### src/rtl/k_loop_program_counter.sv
// k_loop_program_counter
// Instruction-fetch address generator for the DSP core. Supports stall,
// branch/jump redirect and a nested zero-overhead hardware-loop stack.
// Only the top stack entry is compared against the PC, so inner loops must
// finish before an outer loop's end address can trigger.
//
// There are no handshakes. Every command input is sampled on a rising edge
// only when stall is low. A command that arrives while stall is high is
// dropped, not held for a later cycle.
module k_loop_program_counter #(
    parameter int ADDR_W     = 32,
    parameter int STEP       = 4,
    parameter int RESET_ADDR = 0,
    parameter int LOOP_DEPTH = 4,
    parameter int CNT_W      = 16
) (
    input  logic                              clk,
    input  logic                              reset,
    input  logic                              stall,
    input  logic                              branch_en,
    input  logic [ADDR_W-1:0]                 branch_target,
    input  logic                              loop_push,
    input  logic [ADDR_W-1:0]                 loop_end_addr,
    input  logic [CNT_W-1:0]                  loop_count,
    input  logic                              loop_flush,
    output logic [ADDR_W-1:0]                 pc_reg,
    output logic                              loop_active,
    output logic [$clog2(LOOP_DEPTH+1)-1:0]   loop_level,
    output logic                              loop_err
);

    localparam int LVL_W = $clog2(LOOP_DEPTH + 1);
    localparam int IDX_W = (LOOP_DEPTH > 1) ? $clog2(LOOP_DEPTH) : 1;

    // Loop stack storage. Entries at index r_level and above are invalid.
    logic [ADDR_W-1:0] r_start [LOOP_DEPTH];
    logic [ADDR_W-1:0] r_end   [LOOP_DEPTH];
    logic [CNT_W-1:0]  r_rem   [LOOP_DEPTH];
    logic [LVL_W-1:0]  r_level;
    logic [ADDR_W-1:0] r_pc;
    logic              r_err;

    logic [IDX_W-1:0]  w_top_idx;
    logic [IDX_W-1:0]  w_push_idx;
    logic              w_active;
    logic              w_full;
    logic              w_match;
    logic              w_repeat;
    logic              w_push_ok;
    logic              w_push_err;
    logic [ADDR_W-1:0] w_seq_pc;
    logic [ADDR_W-1:0] w_next_pc;

    // Stack pointers, end-match detection, push validation and next-PC selection.
    always_comb begin
        w_active   = (r_level != '0);
        w_full     = (r_level == LVL_W'(LOOP_DEPTH));
        w_top_idx  = w_active ? IDX_W'(r_level - LVL_W'(1)) : '0;
        w_push_idx = IDX_W'(r_level);
        w_seq_pc   = r_pc + ADDR_W'(STEP);
        // A branch takes priority over the loop end, so it suppresses the end-match.
        w_match    = w_active && !branch_en && (r_pc == r_end[w_top_idx]);
        w_repeat   = w_match && (r_rem[w_top_idx] > CNT_W'(1));
        // A flush overrides a push in the same cycle. The push is then dropped
        // and raises no error.
        w_push_ok  = loop_push && !loop_flush && !w_full &&
                     (loop_count != '0) && !w_match && !branch_en;
        w_push_err = loop_push && !loop_flush && !w_push_ok;

        w_next_pc = w_seq_pc;
        if (branch_en) begin
            w_next_pc = branch_target;
        end else if (w_repeat) begin
            w_next_pc = r_start[w_top_idx];
        end
    end

    // PC, loop stack and sticky error register. Everything holds while stalled.
    always_ff @(posedge clk or posedge reset) begin
        if (reset) begin
            r_pc    <= ADDR_W'(RESET_ADDR);
            r_level <= '0;
            r_err   <= 1'b0;
            for (int i = 0; i < LOOP_DEPTH; i++) begin
                r_start[i] <= '0;
                r_end[i]   <= '0;
                r_rem[i]   <= '0;
            end
        end else if (!stall) begin
            r_pc <= w_next_pc;
            if (w_push_err) begin
                r_err <= 1'b1;
            end
            if (loop_flush) begin
                r_level <= '0;
            end else if (w_match) begin
                if (w_repeat) begin
                    r_rem[w_top_idx] <= r_rem[w_top_idx] - CNT_W'(1);
                end else begin
                    r_level <= r_level - LVL_W'(1);
                end
            end else if (w_push_ok) begin
                r_start[w_push_idx] <= w_seq_pc;
                r_end[w_push_idx]   <= loop_end_addr;
                r_rem[w_push_idx]   <= loop_count;
                r_level             <= r_level + LVL_W'(1);
            end
        end
    end

    assign pc_reg      = r_pc;
    assign loop_level  = r_level;
    assign loop_active = w_active;
    assign loop_err    = r_err;

endmodule

### config.mk
export PLATFORM = sky130hd
export DESIGN_NAME = k_loop_program_counter
export DESIGN_NICKNAME = d
export VERILOG_FILES = /design/src/rtl/k_loop_program_counter.sv
export SDC_FILE = /design/constraint.sdc
export NUM_CORES = 1
export LEC_CHECK = 0
export ABC_CLOCK_PERIOD_IN_PS = 24200
export CAP_MARGIN = 20
export CORE_AREA = 4 4 251 253
export CTS_BUF_LIST = sky130_fd_sc_hd__clkbuf_4 sky130_fd_sc_hd__clkbuf_8
export DETAILED_ROUTE_END_ITERATION = 8
export DIE_AREA = 0 0 255 257
export GPL_ROUTABILITY_DRIVEN = 0
export PLACE_DENSITY = 0.44
export SYNTH_ARGS = -nofsm -noshare
export SYNTH_HDL_FRONTEND = slang
export SYNTH_SLANG_ARGS = --single-unit
### constraint.sdc
create_clock -name clk -period 24.2 [get_ports clk]
set_input_delay 7.26 -clock clk [delete_from_list [all_inputs] [get_ports clk]]
set_output_delay 7.26 -clock clk [all_outputs]
set_load 0.03 [all_outputs]
### After elaboration in Yosys (flattened, before gate mapping)

Index checks and enable logic that the tools add are counted.

* memory bits (read-only): 0
* memories: 0
* word-level logic and storage cells: 86
* bits in writable memories: 0
* latch bits: 0
* bits of input ports: 86
* register bits after elaboration: 356
* output and inout bits: 37

* divide/modulo/power cells: 0
* reductions and logical operators: 24
* magnitude comparators: 5
* $add $sub $neg: 4
* shifts and indexed selects: 0
* bitwise operators: 5
* multiplexer cells: 29
* eq/ne operators: 4
* multipliers: 0

Operators by type and width (count)
* 128-bit bitwise mux: 2
* 32-bit two-way mux: 7
* 64-bit two-way mux: 3
* 32-bit binary-select mux with 2-bit select: 2
* 64-bit bitwise mux: 2
* 16-bit demux with 2-bit select: 2
* 32-bit demux with 2-bit select: 1
* 16-bit two-way mux: 4
* 32-bit by 3-bit adder with 32-bit output (second input constant): 1
* 16-bit binary-select mux with 2-bit select: 1
* 32-bit equality test: 1
* 16-bit by 1-bit greater-than comparator with 1-bit output (second input constant): 1
* 16-bit nonzero test: 1
* 16-bit by 1-bit subtractor with 16-bit output (second input constant): 1
* 3-bit two-way mux: 4
* 1-bit logical AND: 11
* 4-bit AND reduction: 2
* 3-bit greater-or-equal comparator (second input constant): 2
* 3-bit by 1-bit < comparator with 1-bit output (second input constant): 2
* 2-bit inverter with 3-bit output: 2
* 3-bit nonzero test: 2
* 1-bit logical NOT: 5
* 3-bit by 1-bit adder with 3-bit output (second input constant): 1
* 3-bit equality test (second input constant): 1
* 8 further kinds: 10

### Longest topological paths before layout

Gate-level depths: netlist of the first run.

* depth after elaboration: 14
* gate-level depth with buffers: 23
* mapped depth without buffers: 15

### Worst setup path after synthesis of the first run

OpenSTA, ideal clock, no wires.

* kind: register to output
* from: register r_level[0] (netlist: loop_level[0])
* to: output port loop_active
* buffers on the path: 5
* stages on the path, launching flop included: 10
* required time: 16.940 ns
* arrival time: 2.173 ns
* path slack: 14.767 ns
* path through: dfrtp_1 -> buf_4 -> buf_2 -> inv_1 -> ha_1 -> buf_6 -> nor2b_1 -> inv_2 -> buf_2 -> buf_2

* cells in the longest elaborated chain, start to end: 1

Ends and longest elaborated chain
* start: declaration: RTL line 39 `logic [LVL_W-1:0] r_level;`
* start signal: assignment: RTL line 100 `r_level <= r_level - LVL_W'(1);`
* start signal: assignment: RTL line 106 `r_level <= r_level + LVL_W'(1);`
* 3-bit nonzero test: RTL line 56 `w_active = (r_level != '0);`
* end: declaration: RTL line 27 `output logic loop_active,`

No other way between the ends.

### Final worst setup path of the first run

* from: input port branch_en
* to: register r_end[14] in the netlist's numbering

* cells in the longest elaborated chain, start to end: 7
* elaborated cells between the ends (all ways): 8
* those cells by class: bitwise (1); reduce/logical (7)

Ends and longest elaborated chain
* start: declaration: RTL line 20 `input logic branch_en,`
* 1-bit logical NOT (*): RTL line 62, 67
* 1-bit logical AND (2 in a row): RTL line 62 `w_match = w_active && !branch_en && (r_pc == r_end[w_top_idx]);`
* 1-bit logical NOT: RTL line 67 `(loop_count != '0) && !w_match && !branch_en;`
* 1-bit logical AND (2 in a row): RTL line 67
* 4-bit AND reduction (no source line) (*)
* end signal: indexed assignment: RTL line 104 `r_end[w_push_idx] <= loop_end_addr;`
* end: declaration: RTL line 37 `logic [ADDR_W-1:0] r_end [LOOP_DEPTH];`

Every way passes the cells marked *; elsewhere a longest branch is shown, timed or not.
A chain may end at the register's enable or synchronous reset.

==> reports/results.ini, run 1 <==
[cts]
cts-root-buf = clkbuf_8
ctsResizeCount = 0
clock_latency_ps = 640
cts.clk_slew.worst_paths_ps = 60
cts_hold_buf = 0
cts_setup_buffers = 0
cts.sinks = 356
max-clock-path-buffers = 3
htree_levels = 3
cts_buffers = 69
cts_tree = yes

[detailed_routing]
ant_nets = 0
drt_iter0_drc = 685
vias = 13000
route.detailed.drc = 0
drt-total-wl_um = 59300
vias_per_cell = 5.25
first_pass_iters = 4
wl_per_cell_um = 24.0

[floorplan]
die_x_um = 255
start_util = 0.306
coreArea_sq_um = 61000
die_h_um = 257
ios = 123
die_area_sq_um = 65500
rows = 91

[job]
drv_cap = 0

[place]
hpwl_um = 37100
port-buffer-count = 122

[finish]
area_growth_pct = 18.1
seq_area_sq_um = 8910
nFillCells = 6003
final_cell_mix = dfrtp_1 (355), mux2_2 (312), nand2_1 (156), clkdlybuf4s50_1 (122), mux2i_1 (96)
antenna_cells = 0
final_nets = 1723
multiInputGateArea_sq_um = 9130
drive_above_1_share = 0.327
top_regs = r_end x128, r_start x128, r_rem x64
mostFrequentLayoutCell = dfrtp_1

[yosys]
synth.yosys.warnings = 0
synth_ff_type = dfrtp_1
synth.area.top_cells = dfrtp_1 (48%), mux2_2 (19%), mux2i_1 (5.2%)
synth_top_area_share = 0.478
syn-cell-area_sq_um = 18700
synth.distinct_cells = 70
synth_area_per_cell_sq_um = 12.3
ys_seq_area_frac = 0.478
synth_edf_count = 0
synthCells = 1514
synth-seq-cells = 356
yosys.area.top_type = dfrtp_1
synth_nets = 1608
async_flop_share = 1.00

[worst_hold_path]
min_to = r_start[66]
hp-class = reg -> reg
worst_hold_startpoint = r_start[66]
hold_depth = 2

[sta]
slew_violations = 0
timing.fmax_mhz = 94.6
tightest_slew_ps = 1100
finClkSkew_ps = 39.5
setup-violations-final = 0
min_period_ps = 10580
period_share = 0.437
slew_headroom = 0.264
hold_viol = 0
rsz0062_at_grt = false
setup_tns_ps = 0

[setup_path]
max_stage_delay_ps = 820
cp-start-kind = input pin
path_cells = clkdlybuf4s50_1 -> inv_1 -> o2111ai_1 -> or4_1 -> o211ai_4 -> buf_4 -> buf_4 -> mux2_2
cp_slowest_cell = or4_1
r2r-start = loop_level[0]
reg2reg_depth = 13
crit_path_end_kind = flip-flop
crit_top_cell = buf_4
r2r_end = r_end[14]
critPathMaxFanout = 42
r2r_slack_ps = 17220
setup.worst_path.class = in -> reg
crit_arrival_ps = 11070
worstPathRequired_ps = 24690

[power_and_ir_drop]
leakage_nw = 10.2
max-vdd-ir-drop_mv = 0.0349
p_per_area_nw_per_um2 = 95.2
total_power_mw = 2.10

[global_routing]
grtUsageTotal = 0.181
grt_max_degree = 106
grt_pass1_wl_um = 89400
grt_pass1_vias = 13800
antenna_found_initial = 3
grt-ovfl-total = 0

[status]
outcome = finished clean

## final cells by class
type                    instances  area share
clock buffers                 110      0.0616
clock inverters                10     0.00409
inverters                      15     0.00290
multi-input cells            1035       0.414
flip-flops and latches        356       0.404
well taps                     790      0.0449
repair buffers                152      0.0678
## worst max-delay path: cells and delay by family
family          cells  cell delay, ps
buf+inv             4            1940
simple gates        1             820
mux                 1             410
compound gates      2             500
## cell usage after synthesis, types with 4 or more instances
cell type and instances:
o21ai_0 22, or4_1 11, mux4_2 41, or3_1 12
and2_1 5, o221ai_1 7, a21oi_1 52, nor2_1 32
nor4_1 10, nand4_1 24, mux2i_1 96, nand3_1 22
o31a_1 5, ha_1 8, buf_2 24, mux2_4 20
dfrtp_1 356, inv_1 14, clkbuf_1 46, xor2_1 19
o22ai_1 46, xnor2_1 31, a2bb2oi_1 6, o31ai_1 12
mux2_2 312, a211oi_1 11, nor3_1 7, and4_1 4
nand2_1 158, buf_6 13, buf_4 24, nor2b_1 10
## per-stage QoR
step	hold slack, ps	cells	worst slack, ps	utilization	instance area (sq um)
after floorplan	445	1514	7060	-	18700
after global placement	462	2345	13110	0.336	20500
after detailed placement	476	2347	13030	0.337	20600
after CTS	488	2467	13590	0.361	22000
after global routing	505	2468	13520	0.361	22000
final	484	2468	13620	0.361	22000
## per-layer routing
metal	vias to the layer above	global-route usage	part of all wire
li1	5826	-	-
met1	6754	0.253	0.47
met2	279	0.287	0.46
met3	101	0.0346	0.042
met4	4	0.0520	0.027
met5	-	0	0.00039
## logic make-up (layout without fill, tap and decap cells)
group                      Yosys count  after routing  share of synthesized area
DFF                                356            356                      0.478
xor gates and xnor gates            50             50                     0.0235
adders and majority gates            8              8                    0.00537
muxes                              472            472                      0.308
buffers and inverters              123            287                     0.0364
and+or+nand+nor                    314            314                     0.0820
AOI/OAI and AO/OA                  191            191                     0.0673
## report_power, final
group	total [mW]	switching, mW	leakage [nW]	internal [mW]
logic	0.649	0.356	4.78	0.292
registers	0.812	0.0928	4.67	0.719
clock network	0.637	0.271	0.778	0.366
total	2.10	0.720	10.2	1.38
## how the worst max path moves through the flow
stage | start | end | slack, ps | cells after the start
finish | branch_en | r_end[14] | 13620 | 8
global route | loop_level[0] | loop_active | 13520 | 5
CTS | loop_level[0] | loop_active | 13590 | 5
detailed placement | branch_en | r_start[52] | 13030 | 7
global placement | branch_en | r_start[53] | 13110 | 7
floorplan | reset | loop_err | 7060 | 1
Note: power is estimated with default switching activity, not from simulation.
==> run 2, diff against run 1 <==
Settings changed: ABC_CLOCK_PERIOD_IN_PS 24200 to 10900.
Clock period 24.2 ns to 10.9 ns, I/O delays scaled along.
==> reports/results.ini, run 2 (same netlist as run 1, synthesis figures left out) <==
[status]
outcome = finished clean

[power_and_ir_drop]
power.net_switching_mw = 1.58
seqPwrFrac = 0.389
p_per_area_nw_per_um2 = 210
total_power_mw = 4.61
p_sw_frac = 0.343
p_comb_frac = 0.313
pwr-share-clk = 0.298
internal_power_mw = 3.03
max-vdd-ir-drop_mv = 0.102
leakage_nw = 10.2

[detailed_routing]
vias_per_cell = 5.24
vias = 12900
drt-total-wl_um = 58900
drt_iter0_drc = 708
route.detailed.drc = 0
ant_nets = 0
wl_per_cell_um = 23.9
first_pass_iters = 5

[sta]
timing.fmax_mhz = 149
period_share = 0.618
min_period_ps = 6730
slew_headroom = 0.233
rsz0062_at_grt = false
hold_viol = 0
setup-violations-final = 0
slew_violations = 0
finClkSkew_ps = 34.3
setup_tns_ps = 0
tightest_slew_ps = 1130

[finish]
antenna_cells = 0
nFillCells = 6064
area_growth_pct = 17.9
mostFrequentLayoutCell = dfrtp_1
final_util = 0.360
final_nets = 1725
top_regs = r_end x128, r_start x128, r_rem x64
drive_above_1_share = 0.324
final_cell_mix = dfrtp_1 (355), mux2_2 (312), nand2_1 (156), clkdlybuf4s50_1 (122), mux2i_1 (96)

[setup_path]
r2r_end = r_start[5]
max_stage_delay_ps = 920
reg2reg_depth = 13
crit_path_start = branch_en
r2r-start = loop_level[0]
worstPathRequired_ps = 11400
crit_arrival_ps = 7230
critPathMaxFanout = 43
cp-start-kind = input pin
path_cells = clkdlybuf4s50_1 -> inv_1 -> o2111ai_1 -> or4_1 -> o211ai_4 -> buf_4 -> mux2_2
cp_slowest_cell = o211ai_4
setup.worst_path.class = in -> reg
r2r_slack_ps = 4460
crit_path_end_kind = flip-flop

[floorplan]
ios = 123
rows = 91
start_util = 0.306
die_x_um = 255
coreArea_sq_um = 61000
die_h_um = 257
die_area_sq_um = 65500

[global_routing]
antenna_found_initial = 3
grt_pass1_wl_um = 89700
grt-ovfl-total = 0
grt_max_degree = 160
grtUsageTotal = 0.180
grt_pass1_vias = 13800

[cts]
cts_hold_buf = 0
cts.clk_slew.worst_paths_ps = 60
cts_setup_buffers = 0
cts_tree = yes
max-clock-path-buffers = 3
cts_buffers = 70
htree_levels = 3
ctsResizeCount = 0
cts.sinks = 356
clock_latency_ps = 630
cts-root-buf = clkbuf_8

[worst_hold_path]
hold_depth = 2
worst_hold_startpoint = r_start[34]
hp-class = reg -> reg
min_to = r_start[34]

[place]
hpwl_um = 37400
port-buffer-count = 122

[job]
drv_cap = 0

run 2: metrics by stage:
step                area (sq um)  setup WS, ps  std cells  hold slack [ps]
floorplan                  18700          2860       1514              445
global placement           20500          3590       2347              467
detailed placement         20600          3540       2348              474
CTS                        22000          4230       2466              487
global route               22000          4080       2467              504
finish                     22000          4170       2467              487
run 2: area by class of cell:
type	count	area [sq um]	share of cell area
Inverter	15	60.1	0.00273
Tap cell	790	988	0.0450
Timing Repair Buffer	153	1510	0.0685
Sequential cell	356	8910	0.405
Multi-Input combinational cell	1035	9120	0.415
Clock buffer	109	1340	0.0611
Clock inverter	9	58.8	0.00267
run 2: critical path, delay by kind of cell:
family | cells | cell delay (ps)
AO/OA/AOI/OAI | 2 | 1140
buffers and inverters | 3 | 1580
multiplexers | 1 | 410
AND/OR/NAND/NOR | 1 | 800
run 2: layer usage:
metal  wire length (um)  track usage
met1              26900        0.245
met2              27800        0.292
met3               2950       0.0419
met4               1310       0.0473
met5                 13            0
run 2: power by group through the flow:
stage	registers [mW]	logic [mW]	clock network, mW
floorplan	1.77	1.03	0
global placement	1.81	1.44	0
detailed placement	1.82	1.45	0
CTS	1.80	1.46	1.43
global route	1.83	1.58	1.49
finish	1.80	1.44	1.37
run 2: worst max-delay path by stage:
stage	depth (start not counted)	end	slack [ps]
floorplan	1	loop_err	2860
global placement	7	r_end[1]	3590
detailed placement	7	r_start[0]	3540
CTS	7	r_start[0]	4230
global route	7	r_start[22]	4080
finish	7	r_start[5]	4170
